File: src/rtl/pid_axis_controller.sv
// -----------------------------------------------------------------------------
// pid_axis_controller
//
// Per-axis PID controller. Each tick samples setpoint and angle, then evaluates
// the P, I and D terms on a single shared multiplier over a fixed schedule:
//   IDLE -> ERR -> MP -> MI -> MD -> OUT -> IDLE
// The result is published on control (saturated to 16 bits), along with a
// one-cycle valid strobe five cycles after the accepted tick.
//
// Ports:
//   clk       in   system clock, rising edge
//   rst_n     in   asynchronous active-low reset
//   tick      in   control-loop strobe (single-cycle pulse)
//   setpoint  in   signed 16-bit commanded angle
//   angle     in   signed 16-bit measured angle
//   clear     in   synchronous clear of integrator and previous error (IDLE only)
//   control   out  signed 16-bit actuator command, held between updates
//   valid     out  one-cycle pulse when control updates
//   busy      out  high while a computation is in flight
//   overrun   out  sticky flag: tick arrived while busy
// -----------------------------------------------------------------------------
module pid_axis_controller #(
   parameter logic signed [15:0] KP    = 16'sd4,
   parameter logic signed [15:0] KI    = 16'sd1,
   parameter logic signed [15:0] KD    = 16'sd2,
   parameter int                 SHIFT = 2,
   parameter int                 I_LIM = 1000
) (
   input  logic               clk,
   input  logic               rst_n,
   input  logic               tick,
   input  logic signed [15:0] setpoint,
   input  logic signed [15:0] angle,
   input  logic               clear,
   output logic signed [15:0] control,
   output logic               valid,
   output logic               busy,
   output logic               overrun
);

   localparam logic signed [24:0] I_MAX = 25'(I_LIM);
   localparam logic signed [24:0] I_MIN = -I_MAX;

   typedef enum logic [2:0] {IDLE, ERR, MP, MI, MD, OUT} state_t;

   state_t state, state_nxt;

   logic signed [15:0] sp_p0, ang_p0;
   logic signed [16:0] e_p1, e_prev;
   logic signed [17:0] d_p1;
   logic signed [23:0] integ;
   logic signed [39:0] acc_p2;

   logic signed [16:0] e_new;
   logic signed [17:0] d_new;
   logic signed [24:0] integ_sum;
   logic signed [15:0] mul_a;
   logic signed [23:0] mul_b;
   logic signed [39:0] prod;

   // Integrator clamp to [-I_LIM, +I_LIM]; the 25-bit sum cannot wrap.
   function automatic logic signed [23:0] clamp_integ(input logic signed [24:0] v);
      if (v > I_MAX)
         return I_MAX[23:0];
      else if (v < I_MIN)
         return I_MIN[23:0];
      else
         return v[23:0];
   endfunction

   // Saturate the scaled accumulator into the 16-bit actuator range.
   function automatic logic signed [15:0] sat16(input logic signed [39:0] v);
      if (v > 40'sd32767)
         return 16'sh7fff;
      else if (v < -40'sd32768)
         return 16'sh8000;
      else
         return v[15:0];
   endfunction

   assign busy = (state != IDLE);

   // Error terms, all widened so no intermediate value can wrap.
   assign e_new     = {sp_p0[15], sp_p0} - {ang_p0[15], ang_p0};
   assign d_new     = {e_new[16], e_new} - {e_prev[16], e_prev};
   assign integ_sum = {integ[23], integ} + {{8{e_new[16]}}, e_new};

   // Shared multiplier: gain/operand pair selected by schedule step.
   always_comb begin
      mul_a = KP;
      mul_b = {{7{e_p1[16]}}, e_p1};
      case (state)
         MI: begin
            mul_a = KI;
            mul_b = integ;
         end
         MD: begin
            mul_a = KD;
            mul_b = {{6{d_p1[17]}}, d_p1};
         end
         default: ;
      endcase
   end

   assign prod = 40'(mul_a) * 40'(mul_b);

   always_ff @(posedge clk or negedge rst_n) begin
      if (!rst_n)
         state <= IDLE;
      else
         state <= state_nxt;
   end

   always_comb begin
      state_nxt = state;
      case (state)
         IDLE:    if (tick) state_nxt = ERR;
         ERR:     state_nxt = MP;
         MP:      state_nxt = MI;
         MI:      state_nxt = MD;
         MD:      state_nxt = OUT;
         OUT:     state_nxt = IDLE;
         default: state_nxt = IDLE;
      endcase
   end

   // Stage p0: input capture; p1: error and derivative; p2: accumulation.
   always_ff @(posedge clk) begin
      if (state == IDLE && tick) begin
         sp_p0  <= setpoint;
         ang_p0 <= angle;
      end
      if (state == ERR) begin
         e_p1 <= e_new;
         d_p1 <= d_new;
      end
      case (state)
         MP:      acc_p2 <= prod;
         MI, MD:  acc_p2 <= acc_p2 + prod;
         default: ;
      endcase
   end

   // Loop state and outputs; clear only takes effect while idle, and a tick
   // in the same cycle then sees the zeroed history in ERR.
   always_ff @(posedge clk or negedge rst_n) begin
      if (!rst_n) begin
         integ   <= '0;
         e_prev  <= '0;
         control <= '0;
         valid   <= 1'b0;
         overrun <= 1'b0;
      end else begin
         valid <= (state == OUT);
         if (state == IDLE && clear) begin
            integ  <= '0;
            e_prev <= '0;
         end else if (state == ERR) begin
            integ  <= clamp_integ(integ_sum);
            e_prev <= e_new;
         end
         if (state == OUT)
            control <= sat16(acc_p2 >>> SHIFT);
         if (tick && state != IDLE)
            overrun <= 1'b1;
      end
   end

endmodule

File: config.mk
export PLATFORM = sky130hd
export DESIGN_NAME = pid_axis_controller
export DESIGN_NICKNAME = d
export VERILOG_FILES = /design/src/rtl/pid_axis_controller.sv
export SDC_FILE = /design/constraint.sdc
export NUM_CORES = 1
export LEC_CHECK = 0
export CELL_PAD_IN_SITES_DETAIL_PLACEMENT = 0
export CELL_PAD_IN_SITES_GLOBAL_PLACEMENT = 1
export CORE_MARGIN = 2
export CORE_UTILIZATION = 45
export DETAILED_ROUTE_END_ITERATION = 16
export PLACE_DENSITY_LB_ADDON = 0.1
export SETUP_SLACK_MARGIN = 0.3
export SLEW_MARGIN = 20
export SYNTH_ARGS = -nofsm -noshare
export SYNTH_HDL_FRONTEND = slang
export SYNTH_SLANG_ARGS = --single-unit
File: constraint.sdc
create_clock -name clk -period 14.8 [get_ports clk]
set_clock_uncertainty 0.05 [all_clocks]
set_input_delay 2.22 -clock clk [delete_from_list [all_inputs] [get_ports clk]]
set_output_delay 2.22 -clock clk [all_outputs]
set_load 0.02 [all_outputs]
==> results of run 1 <==
-- area by class of cell --
cell class                 instances  area (um2)
sequential                       169        4760
clock buffer                      17         425
fill                            2881       14900
clock inverter                    15         168
inverter                         184         691
tap                              396         495
multi-input combinational       1130        8290
timing repair buffer              70         656
-- critical path, delay by kind of cell (launching register included) --
family / cells / cell delay, ns
AOI/OAI and AO/OA: 11 / 2.94
xor gates and xnor gates: 1 / 0.17
adders and majority gates: 4 / 1.51
buffers and inverters: 4 / 0.58
DFF: 1 / 0.42
and+or+nand+nor: 10 / 2.34
-- through the flow --
step	std cells	util, %	hold WS, ns
after floorplan	1518	-	0.414
after global placement	1949	49.0	0.401
after detailed placement	1949	49.0	0.418
after CTS	1981	50.9	0.433
after global routing	1981	50.9	0.452
final	1981	50.9	0.425
-- routing by layer --
metal  track usage [%]  share of wire, %
met1              27.3                47
met2              34.5                48
met3              2.63               2.9
met4              6.41               1.9
met5                 0                 0
-- layout by cell type, fill, tap and decap left out, types with 10 or more instances in the layout --
cell type        synthesis  routed
inv_1                  183     183
ha_1                   153     153
a21oi_1                118     117
nand2_1                110     110
edfxtp_1               107     107
nor2_1                 102     100
o21ai_0                 73      73
dfrtp_1                 62      62
a21o_1                  57      57
xnor2_1                 57      57
and2_1                  53      53
clkdlybuf4s50_1          0      53
xor2_1                  34      34
nand3_1                 29      29
nor3_1                  29      28
fa_1                    28      28
o21bai_1                19      19
nor2b_1                 17      17
nand4_1                 17      17
clkbuf_16                0      17
and3_1                  16      16
o21a_1                  16      16
buf_4                    0      16
a31oi_1                 13      13
nor4_1                  13      13
nand2b_1                11      11
a211oi_1                10      10
-- worst max-delay path by stage --
stage                         from          to  slack [ns]  cells after the start
final                     state[2]  acc_p2[39]        6.62                     30
after CTS                 state[2]  acc_p2[39]        6.65                     30
after global routing      state[2]  acc_p2[33]        5.94                     30
after floorplan           state[1]  acc_p2[39]        7.75                     31
after detailed placement  state[2]  acc_p2[39]        6.71                     30
after global placement    state[2]  acc_p2[33]        6.83                     30
-- state kept, by name (all words and copies together), names as in the netlist --
signal   flops
sp_p0       16
state        3
control     16
acc_p2      40
valid        1
e_prev      17
e_p1        17
d_p1        18
overrun      1
ang_p0      16
integ       24
-- cell families after synthesis --
group                    share of synthesized area, %
AO/OA/AOI/OAI                                    19.8
XOR/XNOR                                         5.75
adder cells (fa/ha/maj)                          17.9
buffers and inverters                            5.93
flip-flops                                       34.4
multiplexers                                    0.307
AND/OR/NAND/NOR                                  15.9
==> qor.yml, run 1 <==
outcome:
  status: "completed"
synth:
  synth_flop_cell: "edfxtp_1"
  synth_seq_cells: 169
  ys_types: 79
  synth_most_common_cell: "inv_1"
  synthArstFlopShare_pct: 36.7
  yosys_warnings: 0
  syn_nets: 1735
  syn_area_um2: 13900
  synth.top_cells.by_area: "edfxtp_1 23%, ha_1 14%, dfrtp_1 11%"
  ys_top_cells_by_count: "183 x inv_1, 153 x ha_1, 118 x a21oi_1"
  seq_area_frac_synth_pct: 34.4
  synth.top_cell.area_share_pct: 23.2
  yosysTopAreaCell: "edfxtp_1"
  synth_cells: 1518
  synth.avg_cell_area_um2: 9.13
  synth_edf_count: 107
worst_hold_path:
  hp-class: "reg -> reg"
  min_to: "overrun"
  holdPathStages: 1
  worstHoldStart: "overrun"
sta:
  relSlewSlack_pct: 39.5
  period_needed_ns: 8.18
  rsz0062_at_grt: "no"
  maxClockFrequency_mhz: 122
  setup_slack_ns: 6.62
  setup_viol: 0
  fin_crit_sh_pct: 55.2
  slew_viol_final: 0
  hold_viol: 0
  setup-tns-final_ns: 0
  worstMarginPinSlew_ns: 0.901
drt:
  drt-pass1-iter-count: 5
  routed_wl_um: 32400
  antenna_left: 0
  vias_per_cell: 5.44
  drt_iter0_drc: 636
  via_count: 10800
  drc: 0
  post_drt_wl_per_cell_um: 16.3
worst_setup_path:
  r2r_slack_ns: 6.62
  reg2reg_from: "state[2]"
  worstPathRequired_ns: 15.03
  cp-start-kind: "flop"
  critical_path_arrival_ns: 8.40
  crit_path_max_fanout: 38
  end_kind: "flop"
  crit_type: "reg -> reg"
  r2r_cells: 30
  crit_slowest_cell: "and3_1"
  r2r_end: "acc_p2[39]"
  worst_path_largest_cell_delay_ns: 0.73
clock_tree:
  clk_latency_ns: 0.45
  post_cts_buffers: 0
  clock-sinks: 169
  path_clk_slew_ns: 0.08
  cts_hold_buf: 0
  htree_levels: 4
  cts-root-buf: "clkbuf_16"
  cts_tree: "done"
  post_cts_resized: 0
  cts_made_buffers: 17
  cts_buffer_depth: 2
placed_design:
  place.gp.congestion: 0.904
  post-place-ws_ns: 6.71
  portBuffers: 54
  placed_area_um2: 14900
  hpwl_um: 25100
die:
  die_area_um2: 32200
  die_x_um: 179
  start_util_pct: 45.5
  ios: 55
  die_h_um: 179
  core_um2: 30400
  row_count: 64
cells_and_area:
  final_nets: 1789
  design_area_um2: 15500
  antenna_cells: 0
  layout-drive-gt1-share_pct: 5.05
  areaGrowthSynthToFinish_pct: 11.8
grt:
  grt.total_usage_pct: 20.4
  grt_pass1_vias: 10400
  grt_pass1_wl_um: 53400
  grt.overflow.total: 0
  antenna_found_initial: 0
  grt_max_degree: 63
run:
  drv_cap: 0
Power of run 1 is not shown: default switching activity piles up to over one toggle a cycle in this logic, so the estimate is an artifact.
==> run 2: changes to the inputs <==
- CORE_UTILIZATION: 45 -> 44
- clock period: 14.8 -> 6.55 ns (I/O delays scaled with it)
==> qor.yml, run 2 (synthesis results as in run 1) <==
sta:
  maxClockFrequency_mhz: 159  # +30%
  hold_viol: 0  # unchanged
  setup_viol: 0  # unchanged
  setup-tns-final_ns: 0  # unchanged
  worstMarginPinSlew_ns: 0.871  # -0.0303 ns
  slew_viol_final: 0  # unchanged
  relSlewSlack_pct: 41.9  # +2.5 points
  fin_crit_sh_pct: 95.8  # +41 points
  rsz0062_at_grt: "yes"
  period_needed_ns: 6.27  # -1.90 ns
grt:
  antenna_found_initial: 0  # unchanged
  grt_max_degree: 63  # unchanged
  grt_pass1_wl_um: 55200  # +3.4%
  grt.total_usage_pct: 20.9  # +0.53 points
  grt.overflow.total: 0  # unchanged
  grt_pass1_vias: 10800  # +4.0%
worst_setup_path:
  end_kind: "flop"
  cp-start-kind: "flop"
  r2r_slack_ns: 0.28  # -6.35 ns
  critPathMostFrequentCell: "ha_4"
  critical_path_arrival_ns: 6.42  # -1.98 ns
  worst_path_largest_cell_delay_ns: 0.51  # -0.22 ns
  crit_type: "reg -> reg"
  crit_slowest_cell: "or4_4"
  crit_path_max_fanout: 6  # -84%
  worstPathRequired_ns: 6.69  # -8.34 ns
placed_design:
  place.gp.congestion: 0.854  # -5.6%
  dp_cells: 1992  # +2.2%
  portBuffers: 54  # unchanged
  hpwl_um: 25900  # +3.3%
outcome:
  status: "completed"
clock_tree:
  clk_latency_ns: 0.45  # about the same
  cts-root-buf: "clkbuf_16"
  cts_made_buffers: 17  # unchanged
  clock-sinks: 169  # unchanged
  path_clk_slew_ns: 0.08  # about the same
  htree_levels: 4  # unchanged
  cts_buffer_depth: 2  # unchanged
  cts_tree: "done"
  cts_hold_buf: 0  # unchanged
drt:
  drt-pass1-iter-count: 7  # +2
  drc: 0  # unchanged
  via_count: 11100  # +3.4%
  drt_iter0_drc: 522  # -18%
  post_drt_wl_per_cell_um: 16.3  # about the same
  vias_per_cell: 5.40  # -0.60%
  antenna_left: 0  # unchanged
  routed_wl_um: 33700  # +4.0%
cells_and_area:
  layout-drive-gt1-share_pct: 15.7  # +11 points
  final_nets: 1869  # +4.5%
  antenna_cells: 0  # unchanged
  finalNonFillerCells: 2061  # +4.0%
  regMostFlops: "acc_p2"
  reg_top3: "acc_p2 (40), integ (24), d_p1 (18)"
  areaGrowthSynthToFinish_pct: 21.0
  final_cell_mix: "172 x inv_1, 134 x ha_1, 108 x nand2_1, 107 x edfxtp_1, 104 x a21oi_1"
  largest_reg_flops: 40  # unchanged
  final_core_util_pct: 54.4  # +3.5 points
  layout_commonest_cell: "inv_1"
die:
  die_x_um: 181  # +1.1%
  core_um2: 30800  # +1.3%
  die_h_um: 181  # +1.1%
  die_area_um2: 32900  # +2.2%
  start_util_pct: 44.9  # -0.59 points
  ios: 55  # unchanged
  row_count: 64  # unchanged
worst_hold_path:
  hp-class: "reg -> reg"
run:
  drv_cap: 0  # unchanged
run 2: cell count changes in the layout (fill, tap and decap cells not counted), moves of 6 or more:
cell | previous run | this run
ha_1 | 153 | 134
and2_4 | 1 | 8
buf_4 | 16 | 92
and2_1 | 53 | 46
o21ai_0 | 73 | 63
inv_2 | 1 | 12
ha_4 | 0 | 12
inv_1 | 183 | 172
a21oi_1 | 117 | 104
a21oi_2 | 1 | 13
o21ai_2 | 0 | 6
ha_2 | 0 | 7
run 2: timing repair:
item / 4_1_cts / 5_1_grt
setup buffers: 17 / 20
endpoints found under the setup margin: 11 / 38
gates resized for setup: 26 / 84
gates cloned: 0 / 0
pin swaps: 19 / 49
run 2: layer usage:
layer	track usage [%]	up-vias	part of all wire, %
met3	2.61	28	2.6
met1	27.8	5218	47
met2	35.9	184	48
met5	0	-	0
li1	-	5706	-
met4	5.95	0	1.7
run 2: worst max-delay path, delay by kind of cell (launching register included):
kind,cells,cell delay (ns)
compound gates,10,1.80
xor+xnor,2,0.38
fa+ha+maj,4,1.16
buf+inv,4,0.37
flops,1,0.44
simple gates,9,1.81
run 2: final timing paths:
check,startpoint,endpoint,depth (start not counted)
max,state[1],acc_p2[33],29
min,overrun,overrun,1
max reg2reg,state[1],acc_p2[33],29
min reg2reg,overrun,overrun,1
max in group asynchronous,rst_n,integ[1],2
min in group asynchronous,rst_n,control[0],2
run 2: layout make-up:
| type | instances | area (um2) |
|---|---|---|
| clock buffer | 17 | 425 |
| clock inverter | 15 | 199 |
| fill | 2805 | 14100 |
| inverter | 184 | 691 |
| multi-input combinational | 1130 | 8910 |
| sequential | 169 | 4760 |
| tap | 396 | 495 |
| timing repair buffer | 150 | 1280 |
run 2: metrics by stage:
stage                     hold WS, ns  setup WS (ns)  area (um2)
final                           0.419          0.277       16800
after detailed placement        0.401        0.00687       15400
after floorplan                 0.416          0.105       14100
after global placement          0.404         0.0774       15400
after CTS                       0.423          0.299       16300
after global routing            0.482         0.0210       16800
Power of run 2 is left out for the same reason.
